`src/rtl/cpu_sequencer.sv`:
```
// -----------------------------------------------------------------------------
// cpu_sequencer
//
// Multi-cycle instruction sequencer for the rv32 core. Steps each instruction
// through FETCH -> DECODE -> EXEC -> WB, fetching over a valid/ready
// instruction-memory port. Each retired instruction produces exactly one
// register-file write strobe and one PC advance. The sequencer halts on
// ebreak, on an unsupported opcode, or when a fetch goes unanswered for
// TIMEOUT cycles. Only rst leaves the halted state.
//
// Parameters:
//   RESET_VECTOR  PC value loaded by reset
//   PC_INCREMENT  PC advance per retired instruction
//   TIMEOUT       max FETCH cycles without imem_rvalid (2..255)
//
// Ports:
//   clk          clock, all state changes on posedge
//   rst          synchronous active-high reset
//   imem_req     fetch request (FETCH state, not in reset)
//   imem_addr    fetch address, always equal to pc
//   imem_rvalid  instruction data valid, sampled only in FETCH
//   imem_rdata   instruction word
//   inst         latched instruction register
//   pc           current program counter
//   rf_wen       register-file write enable, WB only, rd != x0
//   halted       sticky halt flag
//   halt_code    0 running, 1 ebreak, 2 illegal opcode, 3 fetch timeout
//   retired      retired-instruction counter (wraps)
// -----------------------------------------------------------------------------
module cpu_sequencer #(
  parameter logic [31:0] RESET_VECTOR = 32'h8000_0000,
  parameter logic [31:0] PC_INCREMENT = 32'd4,
  parameter int          TIMEOUT      = 16
) (
  input  logic        clk,
  input  logic        rst,
  output logic        imem_req,
  output logic [31:0] imem_addr,
  input  logic        imem_rvalid,
  input  logic [31:0] imem_rdata,
  output logic [31:0] inst,
  output logic [31:0] pc,
  output logic        rf_wen,
  output logic        halted,
  output logic [1:0]  halt_code,
  output logic [31:0] retired
);

  typedef enum logic [2:0] {
    S_FETCH,
    S_DECODE,
    S_EXEC,
    S_WB,
    S_HALT
  } state_t;

  localparam logic [31:0] EBREAK_WORD  = 32'h0010_0073;
  localparam logic [6:0]  OP_IMM       = 7'b0010011;
  localparam logic [6:0]  OP_REG       = 7'b0110011;
  localparam logic [7:0]  TIMEOUT_LAST = 8'(TIMEOUT - 1);

  localparam logic [1:0] CODE_RUN     = 2'd0;
  localparam logic [1:0] CODE_EBREAK  = 2'd1;
  localparam logic [1:0] CODE_ILLEGAL = 2'd2;
  localparam logic [1:0] CODE_TIMEOUT = 2'd3;

  state_t     state;
  logic [7:0] wait_cnt;

  // NOTE: all state uses non-blocking assignments inside one clocked block so
  // every register samples pre-edge values; reset is synchronous, so it sits
  // inside the clocked block rather than in the sensitivity list.
  always_ff @(posedge clk) begin
    if (rst) begin
      state     <= S_FETCH;
      pc        <= RESET_VECTOR;
      inst      <= '0;
      retired   <= '0;
      halted    <= 1'b0;
      halt_code <= CODE_RUN;
      wait_cnt  <= '0;
    end else begin
      case (state)
        S_FETCH: begin
          if (imem_rvalid) begin
            inst     <= imem_rdata;
            wait_cnt <= '0;
            state    <= S_DECODE;
          end else if (wait_cnt == TIMEOUT_LAST) begin
            // TIMEOUT-th consecutive cycle without data: give up.
            halted    <= 1'b1;
            halt_code <= CODE_TIMEOUT;
            state     <= S_HALT;
          end else begin
            wait_cnt <= wait_cnt + 8'd1;
          end
        end
        S_DECODE: begin
          if (inst == EBREAK_WORD) begin
            halted    <= 1'b1;
            halt_code <= CODE_EBREAK;
            state     <= S_HALT;
          end else if (inst[6:0] != OP_IMM && inst[6:0] != OP_REG) begin
            halted    <= 1'b1;
            halt_code <= CODE_ILLEGAL;
            state     <= S_HALT;
          end else begin
            state <= S_EXEC;
          end
        end
        S_EXEC: state <= S_WB;
        S_WB: begin
          pc      <= pc + PC_INCREMENT;
          retired <= retired + 32'd1;
          state   <= S_FETCH;
        end
        S_HALT: state <= S_HALT;
        default: state <= S_HALT;
      endcase
    end
  end

  // NOTE: these strobes decode the registered state but are also gated by rst
  // directly, so they drop in the reset cycle itself rather than one cycle
  // later; a registered copy could not do that.
  assign imem_req  = (state == S_FETCH) && !rst;
  assign imem_addr = pc;
  assign rf_wen    = (state == S_WB) && (inst[11:7] != 5'd0) && !rst;

endmodule

```
`config.mk`:
```
export PLATFORM = sky130hd
export DESIGN_NAME = cpu_sequencer
export DESIGN_NICKNAME = d
export VERILOG_FILES = /design/src/rtl/cpu_sequencer.sv
export SDC_FILE = /design/constraint.sdc
export NUM_CORES = 1
export LEC_CHECK = 0
export ABC_CLOCK_PERIOD_IN_PS = 3400
export CORE_MARGIN = 2
export CORE_UTILIZATION = 25
export CTS_BUF_LIST = sky130_fd_sc_hd__clkbuf_8 sky130_fd_sc_hd__clkbuf_16
export DETAILED_ROUTE_END_ITERATION = 7
export HOLD_SLACK_MARGIN = 0.02
export SLEW_MARGIN = 5
export SYNTH_ARGS = -nofsm -noshare
export SYNTH_HDL_FRONTEND = slang
export SYNTH_SLANG_ARGS = --single-unit
export TNS_END_PERCENT = 100
```
`constraint.sdc`:
```
create_clock -name clk -period 3.4 [get_ports clk]
set_input_delay 0.34 -clock clk [delete_from_list [all_inputs] [get_ports clk]]
set_output_delay 0.34 -clock clk [all_outputs]
set_load 0.005 [all_outputs]
```
---- Word level (Yosys, flattened, before mapping) ----
Cells that the tools add are included.
cells by class
  add/subtract/negate cells ............... 3
  multiply operators ...................... 0
  div/mod/pow operators ................... 0
  order comparisons ....................... 0
  equal/unequal tests ..................... 12
  shift-type cells ........................ 0
  mux-type cells .......................... 17
  bitwise logic cells ..................... 0
  reduce and logical (&&, ||, !) cells .... 11
operators by type and width
  cell                                                                      count
  32-bit by 1-bit adder with 32-bit output (second input constant)          1
  32-bit by 3-bit adder with 32-bit output (second input constant)          1
  32-bit by 21-bit equality test with 1-bit output (second input constant)  1
  8-bit 2-to-1 mux                                                          2
  3-bit 2-to-1 mux                                                          4
  3-bit one-hot mux with 4 select lines                                     1
  8-bit by 1-bit adder with 8-bit output (second input constant)            1
  8-bit by 4-bit equality test with 1-bit output (second input constant)    1
  2-bit 2-to-1 mux                                                          4
  7-bit by 5-bit inequality test with 1-bit output (second input constant)  1
  7-bit by 6-bit inequality test with 1-bit output (second input constant)  1
  3-bit by 2-bit equality test with 1-bit output (second input constant)    2
  2-bit inequality test (second input constant)                             3
  3-bit inequality test (second input constant)                             2
  5-bit nonzero test                                                        1
  1-bit logical AND                                                         4
  1-bit 2-to-1 mux                                                          4
  2-bit one-hot mux with 2 select lines                                     1
  2-bit AND reduction                                                       2
  4-bit AND reduction                                                       1
  3-bit by 1-bit equality test with 1-bit output (second input constant)    1
  3-bit logical NOT                                                         1
  1-bit one-hot mux with 2 select lines                                     1
  2-bit nonzero test                                                        1
  1-bit logical NOT                                                         1
word-level totals
  bits in registers ....................... 110
  bits in latches ......................... 0
  bits in writable memories ............... 0
  memory bits (read-only) ................. 0
  input bits .............................. 35
  output and inout bits ................... 133
  logic and storage cells ................. 50
  memories ................................ 0

---- Depth between registers and ports, before layout ----
Gate-level depths: netlist of the first run.
  depth in word-level cells ............... 5
  gate-level depth with buffers ........... 7
  gate-level depth less buffers ........... 6

---- Least setup slack after synthesis of the first run ----
Ideal clock, no wire load.
  path type ............................... register to register
  start point ............................. register retired[4]
  end point ............................... register retired[26]
  library setup time ...................... 70 ps
  arrival time ............................ 1672 ps
  data required time ...................... 3330 ps
  setup slack ............................. 1658 ps
  cell stages (with the launch flop) ...... 8
  path buffers ............................ 2
  clock period less this slack ............ 1742 ps
  cells stage by stage .................... dfxtp_1 -> and4_4 -> and4_1 -> buf_4 -> nand3_2 -> buf_6 -> or4_1 -> a21oi_1
between the ends
  word-level cells in the longest chain between the ends .. 1
ends and longest elaborated chain
  element                                   RTL line  text
  from (decl)                               46        output logic [31:0] retired
  from (signal assigned)                    114       retired <= retired + 32'd1;
  32-bit by 1-bit adder with 32-bit output  114
No other way between the ends.
A chain may end at the register's enable or synchronous reset.

---- Final worst setup path of the first run ----
  start point ............................. register state[0]
  end point ............................... output rf_wen
between the ends
  word-level cells in the longest chain between the ends .. 3
ends and longest elaborated chain
  element                                         RTL line  text
  from (decl)                                     67        state_t state;
  from (signal assigned)                          75        state <= S_FETCH;
  from (signal assigned)                          88        state <= S_DECODE;
  from (signal assigned)                          93        state <= S_HALT;
  3-bit by 2-bit equality test with 1-bit output  128       assign rf_wen = (state == S_WB) && (inst[11:7] != 5'd0) && !rst;
  1-bit logical AND (2 in a row)                  128
  to (decl)                                       43        output logic rf_wen,
No other way between the ends.

==> flow_metrics.env, run 1 <==
export IMPL_r2r_slack_ns=1.28
export IMPL_finalNetCount=741
export IMPL_h_tree_depth=3
export IMPL_r2r_worst_path_cells=5
export IMPL_finClkSkew_ns=0.0120
export IMPL_worstSetupEndpointType="output pin"
export IMPL_setup_viol=0
export IMPL_ys_ff_latch=108
export IMPL_syn_to_final_growth_pct=40.2
export IMPL_clkPwrFrac=0.442
export IMPL_critPathLaunchType="flop"
export IMPL_post_drt_via_cell_ratio=4.45
export IMPL_timing_rr_start="state[0]$_SDFFE_PP0P_"
export IMPL_wl_per_cell_um=13.3
export IMPL_cts_setup_buffers=0
export IMPL_layout_drive_gt1_share=0.0480
export IMPL_drv_slew=0
export IMPL_ys_async_sr_fraction=0
export IMPL_ctsResizeCount=0
export IMPL_pin_count=168
export IMPL_synthFlopType="dfxtp_1"
export IMPL_io_buffers=163
export IMPL_swShare=0.230
export IMPL_cts_made_buffers=9
export IMPL_antenna_found_initial=0
export IMPL_peakVddDrop_mv=0.224
export IMPL_clockBufferDepth=2
export IMPL_internal_power_w=0.00214
export IMPL_period_minus_slack_ns=2.50
export IMPL_grt_start_max_net_pins=67
export IMPL_dp_hpwl_um=9080
export IMPL_p_seq_frac=0.477
export IMPL_finalPower_w=0.00278
export IMPL_hold_end="halted$_SDFFE_PP0P_"
export IMPL_gp_congestion=0.748
export IMPL_hold_start="halted$_SDFFE_PP0P_"
export IMPL_syn_cell_area_um2=4890
export IMPL_rows=51
export IMPL_slew_headroom=0.502
export IMPL_first_pass_iters=6
export IMPL_setup_tns_ns=0
export IMPL_timing_hold_worst_path_depth=2
export IMPL_grt_setup_unrepaired="false"
export IMPL_post_route_period_util=0.735
export IMPL_synth_warning_count=0
export IMPL_critPathArrivalTime_ns=2.16
export IMPL_insertedDiodeCount=0
export IMPL_yosysSeqAreaShare=0.442
export IMPL_synth_edff_count=0
export IMPL_outcome="completed"
export IMPL_cts_tree="built"
export IMPL_syn_area_per_cell_um2=8.38
export IMPL_post_route_drc_count=0
export IMPL_worst_pin_slew_ns=0.746
export IMPL_r2r_end="retired[24]$_SDFFE_PP0P_"
export IMPL_final_antenna_net_count=0
export IMPL_path_max_fanout=12
export IMPL_p_sw_w=0.000640
export IMPL_ctsHoldBuffers=0
export IMPL_grt_pass1_wl_um=20600
export IMPL_fmax_ghz=0.400
export IMPL_initial_core_util=0.253
export IMPL_die_w_um=144
export IMPL_clock_latency_ns=0.35
export IMPL_place_inst=957
export IMPL_cts_root_buffer="clkbuf_16"
export IMPL_grt_usage=0.125
export IMPL_critical_path_class="flop to output pin"
export IMPL_hp_class="flop to flop"
export IMPL_worstPathRequired_ns=3.06
export IMPL_drv_cap=0
export IMPL_die_y_um=144
export IMPL_die_area_um2=20700
export IMPL_grt_pass1_vias=3933
export IMPL_ys_types=49
export IMPL_overflow=0
export IMPL_core_area_um2=19300
export IMPL_p_leak_nw=2.36
export IMPL_power_density_nw_per_um2=405
export IMPL_pwr_share_comb=0.081
export IMPL_hold_viol_final=0
export IMPL_cts_sinks=108
export IMPL_final_cells=973
export IMPL_drt_iter0_markers=184
export IMPL_routed_wl_um=12900
export IMPL_via_count=4325
export IMPL_synthCells=584
export IMPL_clkTransAtPathRegs_ns=0.08
[sequential cells by signal (all words and copies together) (netlist names)]
| name | cells |
|---|---|
| inst | 32 |
| retired | 32 |
| imem_addr | 30 |
| wait_cnt | 8 |
| state | 3 |
| halt_code | 2 |
| halted | 1 |
[synth_stat cells (all sizes together), types with 2 or more instances]
cell type,count,area share
and3,11,0.014
a211oi,2,0.0031
ha,3,0.0077
nand4,28,0.036
nor2b,2,0.0026
xnor2,15,0.027
or3,6,0.0077
clkbuf,19,0.015
o21ai,9,0.0092
and4,9,0.017
xor2,41,0.073
nand2b,2,0.0026
or4,4,0.0069
nor4,11,0.015
buf,44,0.065
and2,5,0.0064
nor3,11,0.014
a21oi,47,0.048
nor2,73,0.061
o31ai,4,0.0089
nand2,90,0.069
dfxtp,108,0.44
inv,7,0.0054
nand3b,2,0.0056
nand3,19,0.020
[worst max-delay path, stage by stage (launching register included)]
cell and delay [ns]:
dfxtp_1 0.62, nand3b_4 0.32, a211oi_1 0.29, clkdlybuf4s50_1 0.57
[layout make-up]
class                      instances  area (um^2)
timing repair buffer             168         1670
inverter                           7         26.3
tap                              265          332
clock buffer                       9          225
clock inverter                     7          121
sequential                       108         2160
fill                            1991        12500
multi-input combinational        409         2330
[power by group through the flow]
stage	clock network [W]	logic, W	registers, W
detailed placement	0	0.000229	0.00135
global placement	0	0.000228	0.00135
finish	0.00123	0.000226	0.00132
CTS	0.00127	0.000230	0.00133
floorplan	0	0.000108	0.00135
global route	0.00132	0.000250	0.00133
[kinds of logic after synthesis]
kind of cell | synth area share
AOI/OAI and AO/OA | 0.0790
xor gates and xnor gates | 0.100
adders and majority gates | 0.00767
buffers and inverters | 0.0846
DFF | 0.442
other | 0.000766
and+or+nand+nor | 0.286
[routing by layer]
metal | track usage | vias to the layer above | part of all wire
met1 | 0.166 | 2002 | 0.48
met2 | 0.197 | 126 | 0.45
met3 | 0.0260 | 11 | 0.060
met4 | 0.0542 | 0 | 0.016
met5 | 0 | - | 0
li1 | - | 2186 | -
[cells in the final DEF (no fill, tap or decap), drive strengths merged, types with 2 or more instances in the layout]
master / instances
inv: 9
buf: 6
nor2b: 2
nand3b: 2
a21oi: 47
clkdlybuf4s50: 162
nand3: 19
or3: 6
nor3: 11
clkbuf: 9
nor4: 11
dfxtp: 108
o21ai: 9
and4: 9
xnor2: 15
conb: 4
ha: 3
or4: 4
xor2: 41
o31ai: 4
nor2: 73
and2: 5
clkinv: 2
nand2b: 2
a211oi: 2
bufinv: 3
and3: 11
nand2: 90
nand4: 28
[per-stage QoR]
stage	hold WS [ns]	area [um^2]	utilization	setup slack, ns
after global routing	0.493	6860	0.355	0.763
after detailed placement	0.446	6520	0.337	1.27
final	0.453	6860	0.355	0.901
after global placement	0.440	6520	0.337	1.27
after CTS	0.457	6860	0.355	0.873
after floorplan	0.430	4910	-	1.66
[worst max path at each step]
stage,start,end,slack (ns),cells past startpoint
final,state[0]$_SDFFE_PP0P_,rf_wen,0.90,3
after global routing,state[0]$_SDFFE_PP0P_,rf_wen,0.76,3
after CTS,state[0]$_SDFFE_PP0P_,rf_wen,0.87,3
after detailed placement,state[0]$_SDFFE_PP0P_,rf_wen,1.27,3
after global placement,state[0]$_SDFFE_PP0P_,rf_wen,1.27,3
after floorplan,retired[4]$_SDFFE_PP0P_,retired[26]$_SDFFE_PP0P_,1.66,7
Power figures use the tool's default switching activity.
==> inputs of run 2 (changes only) <==
- ABC_CLOCK_PERIOD_IN_PS: 3400 -> 2500
- clock period: 3.4 -> 2.5 ns (I/O delays scaled with it)
==> flow_metrics.env, run 2 (synthesized netlist as in run 1, its figures left out) <==
export IMPL_first_pass_iters=5
export IMPL_cts_sinks=108
export IMPL_setup_viol=0
export IMPL_crit_family="flip-flops"
export IMPL_ctsHoldBuffers=0
export IMPL_critical_path_class="flop to output pin"
export IMPL_die_area_um2=20700
export IMPL_gp_congestion=0.781
export IMPL_final_antenna_net_count=0
export IMPL_clock_latency_ns=0.35
export IMPL_busiest_layer="met2"
export IMPL_cts_made_buffers=9
export IMPL_path_max_fanout=12
export IMPL_overflow=0
export IMPL_grt_setup_unrepaired="false"
export IMPL_power_density_nw_per_um2=504
export IMPL_wl_per_cell_um=13.2
export IMPL_critPathArrivalTime_ns=2.07
export IMPL_core_area_um2=19300
export IMPL_critical_path_buf_inv_count=1
export IMPL_place_ws_ns=0.455
export IMPL_mostFrequentLayoutCells="clkdlybuf4s50_1 (162), dfxtp_1 (108), nand2_1 (90)"
export IMPL_worstSetupEndpointType="output pin"
export IMPL_post_drt_via_cell_ratio=4.37
export IMPL_cts_root_buffer="clkbuf_16"
export IMPL_post_route_drc_count=0
export IMPL_cts_setup_buffers=0
export IMPL_routed_wl_um=12900
export IMPL_outcome="completed"
export IMPL_grtUsageMet2=0.192
export IMPL_io_buffers=163
export IMPL_die_y_um=144
export IMPL_fin_ws_ns=0.178
export IMPL_setup_tns_ns=0
export IMPL_dp_hpwl_um=9220
export IMPL_finalNetCount=744
export IMPL_p_leak_nw=2.34
export IMPL_peakVddDrop_mv=0.311
export IMPL_layout_drive_gt1_share=0.0465
export IMPL_post_route_period_util=0.929
export IMPL_grt_met1_usage=0.166
export IMPL_cts_tree="built"
export IMPL_cp_slowest_stage_delay_ns=0.58
export IMPL_period_minus_slack_ns=2.32
export IMPL_drv_slew=0
export IMPL_drt_iter0_markers=194
export IMPL_grt_usage=0.126
export IMPL_die_w_um=144
export IMPL_crit_chain="nand3b_4, a211oi_1, clkdlybuf4s50_1"
export IMPL_ctsResizeCount=0
export IMPL_clockBufferDepth=2
export IMPL_grt_pass1_wl_um=20300
export IMPL_grt_start_max_net_pins=40
export IMPL_n_fill_cell=2028
export IMPL_grt_pass1_vias=3920
export IMPL_syn_to_final_growth_pct=38.9
export IMPL_worstPathRequired_ns=2.25
export IMPL_insertedDiodeCount=0
export IMPL_h_tree_depth=3
export IMPL_initial_core_util=0.253
export IMPL_hold_viol_final=0
export IMPL_hp_class="input port to flop"
export IMPL_fmax_ghz=0.431
export IMPL_via_count=4257
export IMPL_finClkSkew_ns=0.0115
export IMPL_crit_slowest_cell="dfxtp_1"
export IMPL_drv_cap=0
export IMPL_critPathLaunchType="flop"
export IMPL_layout_commonest_cell="clkdlybuf4s50_1"
export IMPL_rows=51
export IMPL_antenna_found_initial=0
export IMPL_pin_count=168
export IMPL_use_met3=0.0370
export IMPL_clkTransAtPathRegs_ns=0.07
## run 2: changes by cell type in the layout (fill, tap and decap cells not counted), moves of 2 or more
cell       change
buf_4          +3
bufinv_16      -3
inv_1          +2
inv_6          -2
## run 2: layer usage
metal	vias to the layer above	wire length [um]
met5	-	0
met4	0	223
met3	16	849
met2	134	5680
met1	1923	6110
li1	2184	-
## run 2: where the power goes
group	internal, W	switching (W)	leakage [nW]	total, W
combinational	0.000162	0.000147	1.33	0.000308
sequential	0.00176	0.0000392	0.875	0.00180
clock	0.000684	0.000629	0.133	0.00131
## run 2: final timing paths
check                           cells after the start                  start                       end  slack (ns)
worst max-delay path                                3  state[0]$_SDFFE_PP0P_                    rf_wen        0.18
worst min register to register                      2    halted$_SDFFE_PP0P_       halted$_SDFFE_PP0P_        0.45
worst max register to register                      5  state[0]$_SDFFE_PP0P_  retired[24]$_SDFFE_PP0P_        0.48
worst min-delay path                                2                    rst  retired[28]$_SDFFE_PP0P_        0.33
## run 2: per-stage QoR
step	hold slack, ns	cells	power (W)	cell area [um^2]	utilization
global route	0.332	974	0.00359	6800	0.352
CTS	0.318	974	0.00349	6800	0.352
finish	0.332	974	0.00342	6800	0.352
floorplan	0.340	587	0.00198	4910	-
global placement	0.435	960	0.00215	6540	0.338
detailed placement	0.439	960	0.00215	6540	0.338
## run 2: area by class of cell
cell class                 count  area (um^2)  share of cell area
sequential                   108         2160               0.318
timing repair buffer         171         1690               0.248
inverter                       7         26.3             0.00387
clock buffer                  10          239              0.0352
tap                          265          332              0.0488
multi-input combinational    409         2330               0.343
clock inverter                 4         20.0             0.00294
## run 2: worst reg2reg max path: stages (launching register included)
cell and delay, ns:
dfxtp_1 0.58, nand3b_4 0.30, nor2_4 0.25, nand3_2 0.20, or4_1 0.46, a21oi_1 0.17
